**config.mk**
```make
export PLATFORM = sky130hd
export DESIGN_NAME = id_ex_stage_flat
export DESIGN_NICKNAME = d
export VERILOG_FILES = /design/src/rtl/id_ex_stage_if.sv /design/src/rtl/id_ex_stage.sv /design/src/flat_wrapper.sv
export SDC_FILE = /design/constraint.sdc
export NUM_CORES = 1
export LEC_CHECK = 0
export CAP_MARGIN = 15
export CORE_MARGIN = 3
export CORE_UTILIZATION = 43
export DETAILED_ROUTE_END_ITERATION = 12
export PLACE_DENSITY = 0.81
export SYNTH_ARGS = -nofsm -noshare
export SYNTH_HDL_FRONTEND = slang
export SYNTH_SLANG_ARGS = --single-unit
```
**constraint.sdc**
```tcl
create_clock -name clk -period 3 [get_ports clk]
set_input_delay 0.6 -clock clk [delete_from_list [all_inputs] [get_ports clk]]
set_output_delay 0.6 -clock clk [all_outputs]
set_load 0.02 [all_outputs]
```
**src/rtl/id_ex_stage_if.sv**
```systemverilog
// ============================================================================
// Module      : id_ex_stage_if
// Description : ID/EX stage bus: decode-side inputs, forwarding taps, and
//               EX-side operand/control outputs.
// Revision    : 1.0
// ============================================================================
`default_nettype none

interface id_ex_stage_if;
  logic        stall;
  logic        flush;
  logic        inValid;
  logic [31:0] rsData;
  logic [31:0] rtData;
  logic [31:0] imm;
  logic [4:0]  rsIn;
  logic [4:0]  rtIn;
  logic [4:0]  rdIn;
  logic [4:0]  shamtIn;
  logic [2:0]  ALUOpIn;
  logic [4:0]  ctrlIn;
  logic        exMemRegWrite;
  logic [4:0]  exMemRd;
  logic [31:0] exMemResult;
  logic        memWbRegWrite;
  logic [4:0]  memWbRd;
  logic [31:0] memWbResult;
  logic [31:0] inputA;
  logic [31:0] inputB;
  logic [2:0]  ALUOp;
  logic [4:0]  shamt;
  logic [2:0]  ctrlOut;
  logic [4:0]  writeReg;
  logic [31:0] storeData;
  logic        outValid;
  logic        loadUseHazard;

  modport master (
    output stall, flush, inValid, rsData, rtData, imm, rsIn, rtIn, rdIn,
           shamtIn, ALUOpIn, ctrlIn, exMemRegWrite, exMemRd, exMemResult,
           memWbRegWrite, memWbRd, memWbResult,
    input  inputA, inputB, ALUOp, shamt, ctrlOut, writeReg, storeData,
           outValid, loadUseHazard
  );

  modport slave (
    input  stall, flush, inValid, rsData, rtData, imm, rsIn, rtIn, rdIn,
           shamtIn, ALUOpIn, ctrlIn, exMemRegWrite, exMemRd, exMemResult,
           memWbRegWrite, memWbRd, memWbResult,
    output inputA, inputB, ALUOp, shamt, ctrlOut, writeReg, storeData,
           outValid, loadUseHazard
  );
endinterface

`default_nettype wire

```
**src/rtl/id_ex_stage.sv**
```systemverilog
// ============================================================================
// Module      : id_ex_stage
// Description : ID/EX pipeline register with operand forwarding and
//               load-use hazard detection.
// Revision    : 1.0
// ============================================================================
`default_nettype none

module id_ex_stage (
  input  wire logic     clk,
  input  wire logic     rst_n,
  id_ex_stage_if.slave  bus
);

  logic        r_valid;
  logic [31:0] r_rsData;
  logic [31:0] r_rtData;
  logic [31:0] r_imm;
  logic [4:0]  r_rs;
  logic [4:0]  r_rt;
  logic [4:0]  r_writeReg;
  logic [4:0]  r_shamt;
  logic [2:0]  r_aluOp;
  logic        r_aluSrc;
  logic [2:0]  r_ctrl;     // {RegWrite, MemRead, MemWrite}

  logic        w_hazard;
  logic [31:0] w_fwdA;
  logic [31:0] w_fwdB;

  assign w_hazard = r_valid && r_ctrl[1] && bus.inValid && (r_writeReg != 5'd0) &&
                    ((r_writeReg == bus.rsIn) || (r_writeReg == bus.rtIn));

  always_ff @(posedge clk or negedge rst_n) begin
    if (!rst_n) begin
      r_valid    <= 1'b0;
      r_rsData   <= 32'd0;
      r_rtData   <= 32'd0;
      r_imm      <= 32'd0;
      r_rs       <= 5'd0;
      r_rt       <= 5'd0;
      r_writeReg <= 5'd0;
      r_shamt    <= 5'd0;
      r_aluOp    <= 3'd0;
      r_aluSrc   <= 1'b0;
      r_ctrl     <= 3'd0;
    end else if (bus.flush) begin
      r_valid  <= 1'b0;
      r_aluSrc <= 1'b0;
      r_ctrl   <= 3'd0;
    end else if (!bus.stall) begin
      if (w_hazard) begin
        // Bubble only; upstream re-presents the same instruction next cycle.
        r_valid  <= 1'b0;
        r_aluSrc <= 1'b0;
        r_ctrl   <= 3'd0;
      end else begin
        r_valid    <= bus.inValid;
        r_rsData   <= bus.rsData;
        r_rtData   <= bus.rtData;
        r_imm      <= bus.imm;
        r_rs       <= bus.rsIn;
        r_rt       <= bus.rtIn;
        r_writeReg <= bus.ctrlIn[3] ? bus.rdIn : bus.rtIn;
        r_shamt    <= bus.shamtIn;
        r_aluOp    <= bus.ALUOpIn;
        r_aluSrc   <= bus.inValid & bus.ctrlIn[4];
        r_ctrl     <= bus.inValid ? bus.ctrlIn[2:0] : 3'd0;
      end
    end
  end

  // EX/MEM wins over MEM/WB; register 0 is never a forwarding target.
  always_comb begin
    w_fwdA = r_rsData;
    w_fwdB = r_rtData;
    if (bus.exMemRegWrite && (bus.exMemRd != 5'd0) && (bus.exMemRd == r_rs))
      w_fwdA = bus.exMemResult;
    else if (bus.memWbRegWrite && (bus.memWbRd != 5'd0) && (bus.memWbRd == r_rs))
      w_fwdA = bus.memWbResult;
    if (bus.exMemRegWrite && (bus.exMemRd != 5'd0) && (bus.exMemRd == r_rt))
      w_fwdB = bus.exMemResult;
    else if (bus.memWbRegWrite && (bus.memWbRd != 5'd0) && (bus.memWbRd == r_rt))
      w_fwdB = bus.memWbResult;
  end

  assign bus.inputA        = w_fwdA;
  assign bus.inputB        = r_aluSrc ? r_imm : w_fwdB;
  assign bus.storeData     = w_fwdB;
  assign bus.ALUOp         = r_aluOp;
  assign bus.shamt         = r_shamt;
  assign bus.writeReg      = r_writeReg;
  assign bus.ctrlOut       = r_ctrl & {3{r_valid}};
  assign bus.outValid      = r_valid;
  assign bus.loadUseHazard = w_hazard;

endmodule

`default_nettype wire

```
**src/flat_wrapper.sv**
```systemverilog
// flat-port wrapper written by rule: the top's interface ports become plain ports
module id_ex_stage_flat 
  (clk, rst_n, bus_stall, bus_flush, bus_inValid, bus_rsData, bus_rtData, bus_imm, bus_rsIn, bus_rtIn, bus_rdIn, bus_shamtIn, bus_ALUOpIn, bus_ctrlIn, bus_exMemRegWrite, bus_exMemRd, bus_exMemResult, bus_memWbRegWrite, bus_memWbRd, bus_memWbResult, bus_inputA, bus_inputB, bus_ALUOp, bus_shamt, bus_ctrlOut, bus_writeReg, bus_storeData, bus_outValid, bus_loadUseHazard);
  id_ex_stage_if bus_i ();
  input  wire logic clk;
  input  wire logic rst_n;
  input wire logic [$bits(bus_i.stall)-1:0] bus_stall;
  input wire logic [$bits(bus_i.flush)-1:0] bus_flush;
  input wire logic [$bits(bus_i.inValid)-1:0] bus_inValid;
  input wire logic [$bits(bus_i.rsData)-1:0] bus_rsData;
  input wire logic [$bits(bus_i.rtData)-1:0] bus_rtData;
  input wire logic [$bits(bus_i.imm)-1:0] bus_imm;
  input wire logic [$bits(bus_i.rsIn)-1:0] bus_rsIn;
  input wire logic [$bits(bus_i.rtIn)-1:0] bus_rtIn;
  input wire logic [$bits(bus_i.rdIn)-1:0] bus_rdIn;
  input wire logic [$bits(bus_i.shamtIn)-1:0] bus_shamtIn;
  input wire logic [$bits(bus_i.ALUOpIn)-1:0] bus_ALUOpIn;
  input wire logic [$bits(bus_i.ctrlIn)-1:0] bus_ctrlIn;
  input wire logic [$bits(bus_i.exMemRegWrite)-1:0] bus_exMemRegWrite;
  input wire logic [$bits(bus_i.exMemRd)-1:0] bus_exMemRd;
  input wire logic [$bits(bus_i.exMemResult)-1:0] bus_exMemResult;
  input wire logic [$bits(bus_i.memWbRegWrite)-1:0] bus_memWbRegWrite;
  input wire logic [$bits(bus_i.memWbRd)-1:0] bus_memWbRd;
  input wire logic [$bits(bus_i.memWbResult)-1:0] bus_memWbResult;
  output wire logic [$bits(bus_i.inputA)-1:0] bus_inputA;
  output wire logic [$bits(bus_i.inputB)-1:0] bus_inputB;
  output wire logic [$bits(bus_i.ALUOp)-1:0] bus_ALUOp;
  output wire logic [$bits(bus_i.shamt)-1:0] bus_shamt;
  output wire logic [$bits(bus_i.ctrlOut)-1:0] bus_ctrlOut;
  output wire logic [$bits(bus_i.writeReg)-1:0] bus_writeReg;
  output wire logic [$bits(bus_i.storeData)-1:0] bus_storeData;
  output wire logic [$bits(bus_i.outValid)-1:0] bus_outValid;
  output wire logic [$bits(bus_i.loadUseHazard)-1:0] bus_loadUseHazard;
  assign bus_i.stall = bus_stall;
  assign bus_i.flush = bus_flush;
  assign bus_i.inValid = bus_inValid;
  assign bus_i.rsData = bus_rsData;
  assign bus_i.rtData = bus_rtData;
  assign bus_i.imm = bus_imm;
  assign bus_i.rsIn = bus_rsIn;
  assign bus_i.rtIn = bus_rtIn;
  assign bus_i.rdIn = bus_rdIn;
  assign bus_i.shamtIn = bus_shamtIn;
  assign bus_i.ALUOpIn = bus_ALUOpIn;
  assign bus_i.ctrlIn = bus_ctrlIn;
  assign bus_i.exMemRegWrite = bus_exMemRegWrite;
  assign bus_i.exMemRd = bus_exMemRd;
  assign bus_i.exMemResult = bus_exMemResult;
  assign bus_i.memWbRegWrite = bus_memWbRegWrite;
  assign bus_i.memWbRd = bus_memWbRd;
  assign bus_i.memWbResult = bus_memWbResult;
  assign bus_inputA = bus_i.inputA;
  assign bus_inputB = bus_i.inputB;
  assign bus_ALUOp = bus_i.ALUOp;
  assign bus_shamt = bus_i.shamt;
  assign bus_ctrlOut = bus_i.ctrlOut;
  assign bus_writeReg = bus_i.writeReg;
  assign bus_storeData = bus_i.storeData;
  assign bus_outValid = bus_i.outValid;
  assign bus_loadUseHazard = bus_i.loadUseHazard;
  id_ex_stage u_core (.clk(clk), .rst_n(rst_n), .bus(bus_i));
endmodule
```
* Word level (Yosys, flattened, before mapping)
Index checks and enable logic that the tools add are counted.
Word-level totals: bits in registers 124, output and inout port bits 114, logic and storage cells 54
Operators by class: equal/unequal tests 7, reductions and logical operators 15, bitwise gates (word level) 5, multiplexer cells 16
Operators by type and width (count):
- two-way mux 32 bit | 5
- equality test 5 bit | 6
- nonzero test 5 bit | 3
- two-way mux 3 bit | 4
- logical AND 1 bit | 10
- two-way mux 1 bit | 6
- two-way mux 5 bit | 1
- AND 3 bit | 1
- NOT 1 bit | 3
- AND reduction 3 bit | 1
- != test 2 x 1 -> 1 bit (second input constant) | 1
- AND 1 bit | 1
- logical OR 1 bit | 1

* Depth between registers and ports, before layout
depth in word-level cells 7, depth in mapped cells 7, depth with buffers taken out 5

* Least setup slack after synthesis
Ideal clock, no wire load.
path type input port to output port, from input port bus_exMemRd[0], to output port bus_inputB[30], data required time 2.400 ns, setup slack 0.039 ns, data arrival time 2.361 ns, stages on the path 6, cells stage by stage or4_4 > o211ai_4 > buf_2 > nor3_1 > a31oi_1 > mux2_2
Between the ends: cells in the longest elaborated chain, start to end 5, elaborated cells on any way between the ends 6, classes of those cells 1 x eq/ne; 2 x mux; 3 x reduce/logical
Ends and longest elaborated chain:
- start, declared | RTL line flat_wrapper.sv:20 | input wire logic [$bits(bus_i.exMemRd)-1:0] bus_exMemRd;
- nonzero test 5 bit | RTL line id_ex_stage.sv:81 | if (bus.exMemRegWrite && (bus.exMemRd != 5'd0) && (bus.exMemRd == r_rt))
- logical AND 1 bit | RTL line id_ex_stage.sv:81
- logical AND 1 bit (*) | RTL line id_ex_stage.sv:81
- two-way mux 32 bit (*) | RTL line id_ex_stage.sv:81
- net bus_storeData[30] | RTL line flat_wrapper.sv:31 | output wire logic [$bits(bus_i.storeData)-1:0] bus_storeData;
- two-way mux 32 bit (*) | RTL line id_ex_stage.sv:88 | assign bus.inputB = r_aluSrc ? r_imm : w_fwdB;
- end, declared | RTL line flat_wrapper.sv:26 | output wire logic [$bits(bus_i.inputB)-1:0] bus_inputB;
The timed path passes the listed nets; every way through them passes the cells marked *.

* Final worst setup path
from input port bus_exMemRd[0], to output port bus_inputB[13]
Between the ends: cells in the longest elaborated chain, start to end 5, elaborated cells on any way between the ends 6, classes of those cells 1 x eq/ne; 2 x mux; 3 x reduce/logical
Ends and longest elaborated chain (RTL line):
- nonzero test 5 bit | id_ex_stage.sv:81
- logical AND 1 bit | id_ex_stage.sv:81
- logical AND 1 bit (*) | id_ex_stage.sv:81
- two-way mux 32 bit (*) | id_ex_stage.sv:81
- two-way mux 32 bit (*) | id_ex_stage.sv:88
Mark *: on every way between the ends. The rest lies on a longest branch, timed or not.

==> metrics.md <==
| Metric | Value |
|---|---|
| Register area share after synthesis | `41.7%` |
| Total of max-cap violations | `0` |
| Synth Area in Compound Gates | `14.6%` |
| Area grow syn2layout | `70.7%` |
| Worst setup margin | `-0.0469 ns` |
| Non-filler cells, final | `1236` |
| 1st-iter DRT viols | `around 360` |
| Worst-path clk slew | `0.06 ns` |
| Dpl cells | `~1200` |
| Simple-Gate Fraction of Synth Area | `between 8 and 9%` |
| Avg WL per Cell | `around 22 µm` |
| Async S/R FF share, synth | `100%` |
| DRT Pass-1 Iters | `5` |
| Peak Freq | `328 MHz` |
| Synth warn | `0` |
| CTS Buf Count | `17` |
| Pwr dens | `about 520 mW/mm²` |
| First-pass GRT wire length | `39200 µm` |
| DIE AREA | `between 0.015 and 0.02 mm²` |
| Clk_lat worst skew | `around 0.42 ns` |
| # setup viols final | `30` |
| Period utilisation layout | `102%` |
| Skew final | `between 0.009 and 0.01 ns` |
| Core footprint | `roughly 0.017 mm²` |
| Area of the multi-input gates | `0.00466 mm²` |
| Fillcell total | `between 1000 and 1500` |
| Chip height | `138 µm` |
| H-tree Lvls | `4` |
| Largest family of logic cells by synthesized area | `multiplexers` |
| Post-Synth XOR/XNOR Area | `3.53%` |
| Max IR drop VDD | `0.397 mV` |
| Max Buffers Root-to-Sink | `2` |
| Fin Hold WS | `about 0.06 ns` |
| Ports | `approximately 320` |
| Synth Area per Inst | `~12 µm²` |
| Total number of vias | `6790` |
| Final WL | `around 28000 µm` |
| #FFs+latches synth | `124` |
| Register area | `between 0.003 and 0.004 mm²` |
| TritonCTS sink count | `between 100 and 150` |
| Top area cells in the synthesized netlist | `dfrtp_1 (42%), mux2_1 (18%), a31oi_4 (8.6%)` |
| Synth cell count leaders | `dfrtp_1 (124), mux2_1 (119), mux2_2 (37), nor2_1 (37), nor3_1 (34)` |
| Synth area leader | `dfrtp_1` |
| GRT Util Overall | `a little over a quarter` |
| Placer congestion estimate | `between 0.8 and 0.9` |
| Static leakage | `a little over 5 nW` |
| Post-synthesis mux area share | `about 28%` |
| Initial antenna violation count | `0` |
| Hold crit path type | `in -> async` |
| CP required | `2.40 ns` |
| RSZ-0062 raised after global routing | `yes` |
| Dpl hpwl | `around 19000 µm` |
| Global route total overflow | `0` |
| Adder-cell area share of the yosys netlist | `0%` |
| Min Tclk post-route | `approximately 3.0 ns` |
| Post-Syn Instances | `~630` |
| Critical path arrival | `around 2.5 ns` |
| Final net count | `approximately 1200` |
| Critical Path End Type | `output port` |
| Starting Density | `between 40% and 50%` |
| Vias in the first global route | `7045` |
| Most common cell in the netlist | `dfrtp_1` |
| Max-slew violations | `0` |
| CTS tree | `built` |
| Layout cells sized above 1 | `around two fifths` |
| Most used flip-flop cell after synthesis | `dfrtp_1` |
| Hold Violations, Final | `0` |
| Rows | `47` |
| Status | `finished with violations` |
| Slew of the pin with the lowest slew margin | `between 0.4 and 0.5 ns` |
| Failing checks | `setup timing` |
| Via density | `5.49` |
| Area share of the largest cell type after synthesis | `about two fifths` |
| Residual DRC | `0` |
| Root Buffer | `clkbuf_16` |
| Inserted Diodes | `0` |
| Syn Nets | `833` |
| Post-Syn Area | `roughly 0.0074 mm²` |
| Worst rel slew slack | `slightly above 70%` |
| Post-synth EDFFs | `0` |
| I/O Buffers | `~320` |
| Unique masters post-synth | `37` |
| Largest net degree at the start of global routing | `61` |
| CP startpoint kind | `input port` |
| Die Wd | `roughly 140 µm` |
| Crit Path Class | `in -> out` |
| Routed Antenna Nets | `0` |
| CP max FO | `8` |
## layout by cell type, fill, tap and decap left out, types with 4 or more instances in the layout
master	instances
mux2_2	13
mux2_4	24
nand3_2	13
a21oi_1	22
xor2_1	14
nand3_1	20
dfrtp_1	123
nand3b_1	5
dlygate4sd2_1	4
mux2i_1	28
inv_1	4
clkdlybuf4s50_1	208
buf_6	51
o41ai_1	4
a31oi_4	31
buf_12	18
xnor2_1	10
buf_2	33
nor2_1	24
buf_4	81
clkinv_2	5
nor2_2	11
mux2_1	119
a21oi_2	9
clkbuf_16	23
o21ai_2	17
nor3_2	31
mux2i_2	4
xnor2_2	5
o21ai_1	14
## per-layer routing
layer | GRT usage, % | vias up | share of wire [%]
met2 | 46.9 | 325 | 51
met1 | 32.0 | 3359 | 38
met3 | 8.29 | 50 | 8.8
li1 | - | 3056 | -
met4 | 9.31 | 0 | 2.7
met5 | 0 | - | 0
## kinds of logic after synthesis
logic type,Yosys count
buf+inv,55
mux,188
xor+xnor,30
flops,124
simple gates,123
compound gates,108
## state kept, by name, summed over array words and instances (netlist names)
signal,count
u_core.r_aluSrc,1
u_core.bus.shamt,5
u_core.r_rsData,32
u_core.r_imm,32
u_core.r_ctrl,3
u_core.r_rtData,32
u_core.r_rs,5
u_core.bus.writeReg,5
u_core.bus.outValid,1
u_core.r_rt,5
u_core.bus.ALUOp,3
## layout make-up
cell class                 instances  share of cell area [%]
timing repair buffer             408                    32.2
inverter                           4                   0.118
tap                              220                    2.17
multi-input combinational        449                    36.7
sequential                       124                    24.4
clock buffer                      19                    3.41
clock inverter                    12                   0.984
## stage by stage
| step | util [%] | instance area (µm²) | power (mW) | TNS, ns | setup slack, ns |
|---|---|---|---|---|---|
| floorplan | - | 7450 | 3.23 | 0 | 0.0395 |
| global placement | 67.2 | 11300 | 4.42 | -71.35 | -0.870 |
| detailed placement | 67.2 | 11300 | 4.46 | -72.34 | -0.878 |
| CTS | 72.4 | 12100 | 6.51 | -2.93 | -0.148 |
| global route | 75.8 | 12700 | 6.93 | -2.59 | -0.0813 |
| finish | 75.8 | 12700 | 6.67 | -0.612 | -0.0469 |
## path summary, 6_finish.rpt
| path | start | to | slack (ns) | cells past startpoint |
|---|---|---|---|---|
| min in group clk | u_core.r_rtData[11] | u_core.r_rtData[11] | 0.48 | 1 |
| max reg2reg | u_core.bus.writeReg[2] | u_core.r_rtData[28] | 0.68 | 5 |
| max in group asynchronous | rst_n | u_core.r_rtData[30] | 2.28 | 2 |
| min | rst_n | u_core.r_imm[9] | 0.06 | 1 |
| min reg2reg | u_core.r_rtData[11] | u_core.r_rtData[11] | 0.48 | 1 |
| max | bus_exMemRd[0] | bus_inputB[13] | -0.05 | 9 |
## where the power goes
group          internal, mW  switching, mW  leakage, nW
logic                  1.35           1.24         3.32
clock network          1.21          0.781        0.268
registers              1.92          0.172         1.46
## timing repair
item,CTS,global route
endpoints found under the hold margin,0,0
buffers inserted,20,4
resized for setup,554,139
pin swaps,28,23
setup endpoints to repair,97,88
gates cloned,5,8
hold buffers,0,0
## worst max-delay path, stage by stage
cell	delay (ns)
buf_8	0.10
or4_4	0.55
o211ai_4	0.19
or2_4	0.22
buf_12	0.12
buf_12	0.15
a31oi_4	0.10
mux2_4	0.29
buf_6	0.13
Power figures use the tool's default switching activity.
